**src/rtl/mmio_uart_tx_pkg.sv**
```systemverilog
// rtl/mmio_uart_tx_pkg.sv - shared register offsets, STATUS bit indices and FSM states for mmio_uart_tx
package mmio_uart_tx_pkg;

    // Word offsets (mem_addr[3:2]) within the 16-byte register window
    localparam logic [1:0] UART_REG_TXDATA   = 2'd0;
    localparam logic [1:0] UART_REG_STATUS   = 2'd1;
    localparam logic [1:0] UART_REG_BAUD_DIV = 2'd2;

    // STATUS register bit positions
    localparam int STAT_FULL      = 0;
    localparam int STAT_EMPTY     = 1;
    localparam int STAT_BUSY      = 2;
    localparam int STAT_OVERFLOW  = 3;
    localparam int STAT_LEVEL_LSB = 8;

    // Transmit FSM states, 3-bit encoding
    typedef enum logic [2:0] {
        ST_IDLE   = 3'd0,
        ST_START  = 3'd1,
        ST_DATA   = 3'd2,
        ST_PARITY = 3'd3,
        ST_STOP   = 3'd4
    } tx_state_t;

    // Bit-time down-counter reload value; a divisor of 0 behaves like 1
    function automatic logic [15:0] bit_count_init(input logic [15:0] div);
        return (div == 16'd0) ? 16'd0 : div - 16'd1;
    endfunction

endpackage

```
**src/rtl/uart_tx_fifo.sv**
```systemverilog
// rtl/uart_tx_fifo.sv - synchronous byte FIFO with occupancy level, async active-low reset
module uart_tx_fifo #(
    parameter int DEPTH = 8,
    parameter int WIDTH = 8
) (
    input  logic                       clk,
    input  logic                       rst_n,
    input  logic                       push,
    input  logic [WIDTH-1:0]           push_data,
    input  logic                       pop,
    output logic [WIDTH-1:0]           pop_data,
    output logic                       full,
    output logic                       empty,
    output logic [$clog2(DEPTH):0]     level
);

    localparam int AW = $clog2(DEPTH);

    logic [WIDTH-1:0] mem [DEPTH];
    logic [AW-1:0]    wr_ptr;
    logic [AW-1:0]    rd_ptr;
    logic [AW:0]      level_q;

    assign full     = (level_q == (AW+1)'(DEPTH));
    assign empty    = (level_q == '0);
    assign level    = level_q;
    assign pop_data = mem[rd_ptr];

    // Storage array: written on push, no reset needed since level gates reads
    always_ff @(posedge clk) begin
        if (push) begin
            mem[wr_ptr] <= push_data;
        end
    end

    // Pointers wrap naturally at the power-of-two depth; level tracks push minus pop
    always_ff @(posedge clk or negedge rst_n) begin
        if (!rst_n) begin
            wr_ptr  <= '0;
            rd_ptr  <= '0;
            level_q <= '0;
        end else begin
            if (push) begin
                wr_ptr <= wr_ptr + 1'b1;
            end
            if (pop) begin
                rd_ptr <= rd_ptr + 1'b1;
            end
            case ({push, pop})
                2'b10:   level_q <= level_q + 1'b1;
                2'b01:   level_q <= level_q - 1'b1;
                default: level_q <= level_q;
            endcase
        end
    end

endmodule

```
**src/rtl/mmio_uart_tx.sv**
```systemverilog
// rtl/mmio_uart_tx.sv - memory-mapped UART transmitter, 8N1 (8E1 when UART_TX_PARITY_EN is defined)
module mmio_uart_tx
    import mmio_uart_tx_pkg::*;
#(
    parameter logic [31:0] BASE_ADDR   = 32'h1000_0000,
    parameter int          FIFO_DEPTH  = 8,
    parameter logic [15:0] DEFAULT_DIV = 16'd868
) (
    input  logic        clk,
    input  logic        rst_n,
    input  logic [31:0] mem_addr,
    input  logic [31:0] mem_wdata,
    input  logic [3:0]  mem_wenable,
    output logic [31:0] mem_rdata,
    output logic        tx,
    output logic        irq_tx_empty
);

    localparam int LW = $clog2(FIFO_DEPTH) + 1;

    logic          sel;
    logic [1:0]    offset;
    logic          wr_cycle;
    logic          push_req;
    logic          push;
    logic          pop;
    logic          ovf_clear;
    logic          fifo_full;
    logic          fifo_empty;
    logic [LW-1:0] fifo_level;
    logic [7:0]    fifo_rdata;

    logic          overflow_q;
    logic [15:0]   baud_div_q;

    tx_state_t     state_q, state_d;
    logic [15:0]   cnt_q, cnt_d;
    logic [2:0]    bit_q, bit_d;
    logic [7:0]    data_q, data_d;
    logic          tx_q, tx_d;
    logic          irq_q;

    logic          unused_bits;
    assign unused_bits = ^{mem_addr[1:0], mem_wdata[31:16], mem_wenable[3:2]};

    assign sel       = (mem_addr[31:4] == BASE_ADDR[31:4]);
    assign offset    = mem_addr[3:2];
    assign wr_cycle  = sel && (mem_wenable != 4'b0000);
    assign push_req  = wr_cycle && (offset == UART_REG_TXDATA) && mem_wenable[0];
    assign push      = push_req && !fifo_full;
    assign ovf_clear = wr_cycle && (offset == UART_REG_STATUS) && mem_wenable[0]
                       && mem_wdata[STAT_OVERFLOW];

    assign tx           = tx_q;
    assign irq_tx_empty = irq_q;

    uart_tx_fifo #(
        .DEPTH (FIFO_DEPTH),
        .WIDTH (8)
    ) u_fifo (
        .clk       (clk),
        .rst_n     (rst_n),
        .push      (push),
        .push_data (mem_wdata[7:0]),
        .pop       (pop),
        .pop_data  (fifo_rdata),
        .full      (fifo_full),
        .empty     (fifo_empty),
        .level     (fifo_level)
    );

    // Side-effect-free read mux; zero when unselected so the fabric can OR it with RAM
    always_comb begin
        mem_rdata = 32'h0;
        if (sel) begin
            case (offset)
                UART_REG_STATUS: begin
                    mem_rdata[STAT_FULL]                 = fifo_full;
                    mem_rdata[STAT_EMPTY]                = fifo_empty;
                    mem_rdata[STAT_BUSY]                 = (state_q != ST_IDLE);
                    mem_rdata[STAT_OVERFLOW]             = overflow_q;
                    mem_rdata[STAT_LEVEL_LSB +: LW]      = fifo_level;
                end
                UART_REG_BAUD_DIV: mem_rdata[15:0] = baud_div_q;
                default:           mem_rdata = 32'h0;
            endcase
        end
    end

    // CPU-visible registers: overflow sticky flag and byte-lane-writable baud divisor
    always_ff @(posedge clk or negedge rst_n) begin
        if (!rst_n) begin
            overflow_q <= 1'b0;
            baud_div_q <= DEFAULT_DIV;
        end else begin
            if (push_req && fifo_full) begin
                overflow_q <= 1'b1;
            end else if (ovf_clear) begin
                overflow_q <= 1'b0;
            end
            if (wr_cycle && (offset == UART_REG_BAUD_DIV)) begin
                if (mem_wenable[0]) begin
                    baud_div_q[7:0] <= mem_wdata[7:0];
                end
                if (mem_wenable[1]) begin
                    baud_div_q[15:8] <= mem_wdata[15:8];
                end
            end
        end
    end

    // Next-state logic: each bit lasts until the down-counter reaches zero, then the counter reloads
    always_comb begin
        state_d = state_q;
        cnt_d   = cnt_q;
        bit_d   = bit_q;
        data_d  = data_q;
        tx_d    = tx_q;
        pop     = 1'b0;
        if (state_q == ST_IDLE) begin
            tx_d  = 1'b1;
            cnt_d = 16'd0;
            if (!fifo_empty) begin
                pop     = 1'b1;
                data_d  = fifo_rdata;
                state_d = ST_START;
                tx_d    = 1'b0;
                cnt_d   = bit_count_init(baud_div_q);
                bit_d   = 3'd0;
            end
        end else if (cnt_q != 16'd0) begin
            cnt_d = cnt_q - 16'd1;
        end else begin
            cnt_d = bit_count_init(baud_div_q);
            case (state_q)
                ST_START: begin
                    state_d = ST_DATA;
                    bit_d   = 3'd0;
                    tx_d    = data_q[0];
                end
                ST_DATA: begin
                    if (bit_q == 3'd7) begin
`ifdef UART_TX_PARITY_EN
                        state_d = ST_PARITY;
                        tx_d    = ^data_q;
`else
                        state_d = ST_STOP;
                        tx_d    = 1'b1;
`endif
                    end else begin
                        bit_d = bit_q + 3'd1;
                        tx_d  = data_q[bit_q + 3'd1];
                    end
                end
                ST_PARITY: begin
                    state_d = ST_STOP;
                    tx_d    = 1'b1;
                end
                ST_STOP: begin
                    if (!fifo_empty) begin
                        pop     = 1'b1;
                        data_d  = fifo_rdata;
                        state_d = ST_START;
                        tx_d    = 1'b0;
                        bit_d   = 3'd0;
                    end else begin
                        state_d = ST_IDLE;
                        tx_d    = 1'b1;
                        cnt_d   = 16'd0;
                    end
                end
                default: begin
                    state_d = ST_IDLE;
                    tx_d    = 1'b1;
                    cnt_d   = 16'd0;
                end
            endcase
        end
    end

    // FSM state, baud counter, frame data and registered serial/interrupt outputs
    always_ff @(posedge clk or negedge rst_n) begin
        if (!rst_n) begin
            state_q <= ST_IDLE;
            cnt_q   <= 16'd0;
            bit_q   <= 3'd0;
            data_q  <= 8'h00;
            tx_q    <= 1'b1;
            irq_q   <= 1'b1;
        end else begin
            state_q <= state_d;
            cnt_q   <= cnt_d;
            bit_q   <= bit_d;
            data_q  <= data_d;
            tx_q    <= tx_d;
            irq_q   <= fifo_empty && (state_d == ST_IDLE);
        end
    end

endmodule

```
**config.mk**
```make
export PLATFORM = sky130hd
export DESIGN_NAME = mmio_uart_tx
export DESIGN_NICKNAME = d
export VERILOG_FILES = /design/src/rtl/mmio_uart_tx_pkg.sv /design/src/rtl/uart_tx_fifo.sv /design/src/rtl/mmio_uart_tx.sv
export SDC_FILE = /design/constraint.sdc
export NUM_CORES = 1
export LEC_CHECK = 0
export ABC_AREA = 1
export BUFFER_PORTS_ARGS = -buffer_cell sky130_fd_sc_hd__buf_2
export CAP_MARGIN = 30
export CORE_MARGIN = 2
export CORE_UTILIZATION = 30
export DETAILED_ROUTE_END_ITERATION = 12
export SETUP_SLACK_MARGIN = 0.05
export SYNTH_ARGS = -nofsm -noshare
export SYNTH_HDL_FRONTEND = slang
export SYNTH_SLANG_ARGS = --single-unit
```
**constraint.sdc**
```tcl
create_clock -name clk -period 2.52 [get_ports clk]
set_input_delay 0.378 -clock clk [delete_from_list [all_inputs] [get_ports clk]]
set_output_delay 0.378 -clock clk [all_outputs]
set_load 0.1 [all_outputs]
```
== Yosys cells after proc, flatten, opt, wreduce, memory -nomap -nowiden ==
Memories as Yosys holds them, arrays and structs flattened.
Cells that the tools add are included.

* Word-level logic and storage cells: 103
* Output and inout port bits: 34
* Bits in writable memories: 64
* Flip-flop bits (word level): 59
* Input port bits: 70
* Memories kept: 1

{| class="wikitable"
|+ Memories
! memory !! words !! bits a word !! read ports !! clocked after Yosys merged registers in !! wr ports !! line !! source
|-
| u_fifo.mem || 8 || 8 || 1 || 0 || 1 || uart_tx_fifo.sv:19 || <nowiki>logic [WIDTH-1:0] mem [DEPTH];</nowiki>
|}

* Reductions and logical operators: 28
* Magnitude comparators: 1
* Equality and inequality tests: 13
* Multiplexer cells: 41
* $add $sub $neg: 7

{| class="wikitable"
|+ Operators with widths
! cell !! number
|-
| $mux W16 || 5
|-
| $mux W8 || 4
|-
| $pmux W16 S2 || 1
|-
| $sub A16 B1 Y16 const B || 2
|-
| $eq A28 B25 Y1 const B || 1
|-
| $mux W3 || 8
|-
| $pmux W4 S2 || 3
|-
| $logic_not A16 Y1 || 1
|-
| $reduce_bool A16 Y1 || 1
|-
| $mux W1 || 14
|-
| $pmux W3 S4 || 1
|-
| $logic_and A1 B1 Y1 || 10
|-
| $add A3 B1 Y3 const B || 3
|-
| $pmux W3 S3 || 1
|-
| $mux W4 || 2
|-
| $reduce_bool A4 Y1 || 2
|-
| $eq A3 B2 Y1 const B || 2
|-
| $eq A3 B3 Y1 const B || 2
|-
| $logic_not A3 Y1 || 2
|-
| $reduce_and A2 Y1 || 3
|-
| $reduce_bool A2 Y1 || 3
|-
| $add A4 B1 Y4 const B || 1
|-
| $eq A2 B1 Y1 const B || 2
|-
| $eq A2 B2 Y1 const B || 2
|-
| other kinds (14) || 14
|}

== Longest topological paths before layout ==
* Word-level depth: 7
* Depth in mapped cells: 15

== Modules after synthesis ==
A second synthesis with hierarchy kept.

* Cell total of the unflattened synthesis: 785
* Area total of the unflattened synthesis: 6673.9 um2

{| class="wikitable"
|+ Modules (own cells, without submodules)
! module !! area an instance (um2) !! cells an instance !! seq. area each (um2) !! instances
|-
| mmio_uart_tx || 3627.2 || 529 || 1234.9 || 1
|-
| uart_tx_fifo || 3046.7 || 256 || 2172.1 || 1
|}

== Worst setup path after synthesis ==
Ideal clock, no wire load.

* Kind: input-to-output
* Start point: input mem_addr[27]
* End point: output mem_rdata[0]
* Arrival time: 2.482 ns
* Stages on the path: 7
* Slack: -0.340 ns
* Cell sequence: nor2_1 -> nand2_1 -> nor2_1 -> nand2_1 -> nor2_4 -> nand2_1 -> a21oi_1

* Word-level cells in the longest chain between the ends: 2

{| class="wikitable"
|+ RTL lines
! what !! line !! source
|-
| start, declared || mmio_uart_tx.sv:11 || <nowiki>input logic [31:0] mem_addr,</nowiki>
|-
| $eq A28 B25 Y1 || mmio_uart_tx.sv:46 || <nowiki>assign sel = (mem_addr[31:4] == BASE_ADDR[31:4]);</nowiki>
|-
| $mux W16 || mmio_uart_tx.sv:75 || <nowiki>if (sel) begin</nowiki>
|-
| end, declared || mmio_uart_tx.sv:14 || <nowiki>output logic [31:0] mem_rdata,</nowiki>
|}

Every way passes these cells.

== Worst setup path after layout ==
* Start point: register cnt_q[0]
* End point: register u_fifo.level_q[3] (netlist: u_fifo.level[3])

* Word-level cells in the longest chain between the ends: 5

{| class="wikitable"
|+ RTL lines
! what !! line !! source
|-
| start, declared || mmio_uart_tx.sv:37 || <nowiki>logic [15:0] cnt_q, cnt_d;</nowiki>
|-
| start signal, assigned || mmio_uart_tx.sv:192 || <nowiki>cnt_q <= cnt_d;</nowiki>
|-
| $reduce_bool A16 Y1 (*) || mmio_uart_tx.sv:131 || <nowiki>end else if (cnt_q != 16'd0) begin</nowiki>
|-
| $mux W1 (*) || mmio_uart_tx.sv:131 ||
|-
| $mux W1 (*) || mmio_uart_tx.sv:120 || <nowiki>if (state_q == ST_IDLE) begin</nowiki>
|-
| $eq A2 B1 Y1 / $eq A2 B2 Y1 (equally long branches) || uart_tx_fifo.sv:49 || <nowiki>case ({push, pop})</nowiki>
|-
| $pmux W4 S2 / $reduce_bool A2 Y1 (equally long branches) || n/a ||
|-
| end signal, assigned || uart_tx_fifo.sv:50 || <nowiki>2'b10: level_q <= level_q + 1'b1;</nowiki>
|-
| end signal, assigned || uart_tx_fifo.sv:51 || <nowiki>2'b01: level_q <= level_q - 1'b1;</nowiki>
|-
| end signal, assigned || uart_tx_fifo.sv:52 || <nowiki>default: level_q <= level_q;</nowiki>
|-
| end, declared || uart_tx_fifo.sv:22 || <nowiki>logic [AW:0] level_q;</nowiki>
|}

Every way passes the cells marked *; elsewhere a longest branch is shown, timed or not.
A chain may end at the register's enable or synchronous reset.

==> run summary <==
Fin nets -> 949
Most common cell after layout, fill and taps aside -> nand2_1
Routed WL per cell -> 13.9 µm
Peak fanout along the critical path -> 5
Yosys top cell by area -> edfxtp_1
Yosys top cell area share -> 28.5%
Worst setup path startpoint -> cnt_q[0]$_DFF_PN0_
Initial Utilization -> 30.7%
Total number of vias -> 5459
DRT Wirelength -> 16.1 mm
Synth area leaders -> edfxtp_1, dfrtp_1, nand2_1, nor2_1, inv_1
CTS tree -> yes
Unrepaired setup endpoints after global routing -> true
Buf/Inv on CP -> 1
Slew margin rel. -> 48.2%
CP cell instances -> inv_2 -> ha_1 -> nand2_2 -> nor2_4 -> nand4_1 -> nand2_4 -> ha_1 -> xor2_1 -> nand2_1 -> o21ai_0 -> nand3_1 -> xor2_1
Slowest stage cell, crit path -> dfrtp_1
Worst r2r path cells -> 12
Met3 WL -> 651 µm
Port-buffer cells -> 67
First-pass GRT wire length -> 26.5 mm
Post-synth EDFFs -> 64
Post-DP HPWL -> 11.4 mm
Fmax achieved -> 436 MHz
Register clock-pin slew on the reported worst setup and hold paths -> 0.06 ns
Gr usage total -> 14.0%
Die W -> 154 µm
DRC Markers -> 0
Max-Cap Viols -> 0
Peak VDD IR -> 388 µV
Critical Path Stages -> 12
Gpl congestion -> 0.857
Final Hold Fails -> 0
Worst-Margin Slew -> 0.776 ns
Highest routed layer -> met4
DR pass1 iterations -> 5
Status -> complete, no violations
#FFs+latches synth -> 123
Post-CTS setup buffers -> 0
Min Tclk post-route -> 2.29 ns
Worst hold path type -> input pin to async pin
Num CTS Buffers -> 17
DRT iter0 DRCs -> 244
Number of fill cells -> 2174
Synthesized area -> 6750 µm²
CP endpoint kind -> register
Core Footprint -> 22000 µm²
Vias in the first global route -> 5308
H-tree Lvls -> 4
Cell variety after synth -> 43
Most frequent cells in the layout -> nand2_1, nor2_1, inv_1
CTS sink cnt -> 123
Largest net degree at the start of global routing -> 60
Yosys warning count -> 0
Top_reg_cell synth -> edfxtp_1
Initial antenna violation count -> 0
Worst R2R Start -> cnt_q[0]$_DFF_PN0_
Total power -> 0.00492 W
Area Growth Syn to Fin -> 22.3%
Mean post-synth cell area -> 8.58 µm²
Clock Latency Late Sink -> 0.42 ns
Pleak -> 3.45 nW
WS Path Type -> register to register
M1 wire length -> 7.43 mm
DIE HEIGHT -> 154 µm
Worst path top cell family by delay -> simple AND/OR/NAND/NOR gates
Worst Setup Start Kind -> register
Vias per cell -> 4.71
Row count -> 54
Gate count of the mapped netlist -> 787
CP peak stage delay -> 0.39 ns
Gr ovfl total -> 0
Routed Antenna Nets -> 0
Asr flop ratio synth -> 48.0%
Root Buffer -> clkbuf_16
Final core occ -> 37.6%
Share of cells above drive strength 1 -> 19.7%
Die Area -> 23700 µm²
PD cells -> 596 nW/µm²
CP arrival -> 2.59 ns
Clock Tree Buf Depth -> 2
Post-synthesis sequential area ratio -> 50.5%
Met2 routed WL -> 7.80 mm
Fin crit share -> 90.9%
Antenna diodes -> 0
CP Data Required Time -> 2.82 ns
Max-slew violation count -> 0
Final Skew -> 0.00996 ns
Final Setup Violations -> 0
Num ports -> 104
[report_power, final]
| part | internal, W | switching (W) | total, W |
|---|---|---|---|
| clock | 0.00166 | 0.000919 | 0.00258 |
| sequential | 0.00212 | 0.000000000321 | 0.00212 |
| combinational | 0.0000389 | 0.000175 | 0.000214 |
| total | 0.00382 | 0.00109 | 0.00492 |
[repair_timing]
item                                    4_1_cts  5_1_grt
gates resized for setup                       0        3
endpoints found under the setup margin        0        4
hold buffers                                  0        0
[synth_stat cells (all sizes together), types with 2 or more instances]
master  instances
xnor2           5
nor2          131
inv            74
nand2         196
nand3          48
nand4          13
edfxtp         64
ha             13
nor3           10
dfstp           7
buf            29
o211ai          2
clkbuf          8
o21bai         16
o221ai         16
a21oi          20
dfrtp          52
o21ai          57
a31oi           2
xor2           14
[through the flow]
step / std cells / TNS, ns / worst slack, ns / area (µm²) / hold slack [ns]
after floorplan: 802 / -2.50 / -0.340 / 6830 / 0.0824
after global placement: 1127 / 0 / 0.260 / 7620 / 0.459
after detailed placement: 1127 / 0 / 0.192 / 7620 / 0.462
after CTS: 1159 / 0 / 0.138 / 8250 / 0.142
after global routing: 1159 / 0 / 0.0281 / 8250 / 0.175
final: 1159 / 0 / 0.228 / 8250 / 0.124
[area by class of cell]
type                            count  area, µm²  share of cell area [%]
Sequential cell                   123       3410                    41.3
Multi-Input combinational cell    567       2910                    35.2
Timing Repair Buffer               82        688                    8.34
Clock buffer                       19        433                    5.24
Tap cell                          280        350                    4.24
Inverter                           75        282                    3.41
Clock inverter                     13        189                    2.29
[flip-flops by register name, indices dropped and copies added, names as in the netlist]
name / count
u_fifo.mem: 64
baud_div_q: 16
cnt_q: 16
data_q: 8
u_fifo.level: 4
bit_q: 3
state_q: 3
u_fifo.rd_ptr: 3
u_fifo.wr_ptr: 3
irq_tx_empty: 1
overflow_q: 1
tx: 1
[routing by layer]
metal | GRT usage, % | up-vias
li1 | - | 2746
met1 | 18.2 | 2564
met2 | 23.6 | 131
met3 | 2.45 | 18
met4 | 4.63 | 0
met5 | 0 | -
[logic make-up (layout without fill, tap and decap cells)]
group	Yosys count	after routing	share of synthesized area, %
DFF	123	123	50.5
xor gates and xnor gates	19	19	2.47
and+or+nand+nor	403	403	25.9
other	1	16	0.0556
AOI/OAI and AO/OA	116	116	11.0
buffers and inverters	112	189	7.73
adders and majority gates	13	13	2.41
[worst paths after layout]
kind	end	slack (ns)
setup / recovery	u_fifo.level[3]$_DFFE_PN0P_	0.23
hold / removal	cnt_q[8]$_DFF_PN0_	0.12
setup reg to reg	u_fifo.level[3]$_DFFE_PN0P_	0.23
hold reg to reg	tx$_DFFE_PN1P_	0.47
max in group asynchronous	u_fifo.wr_ptr[0]$_DFFE_PN0P_	1.88
min in group clk	baud_div_q[8]$_DFFE_PN1P_	0.15
Power figures use the tool's default switching activity.
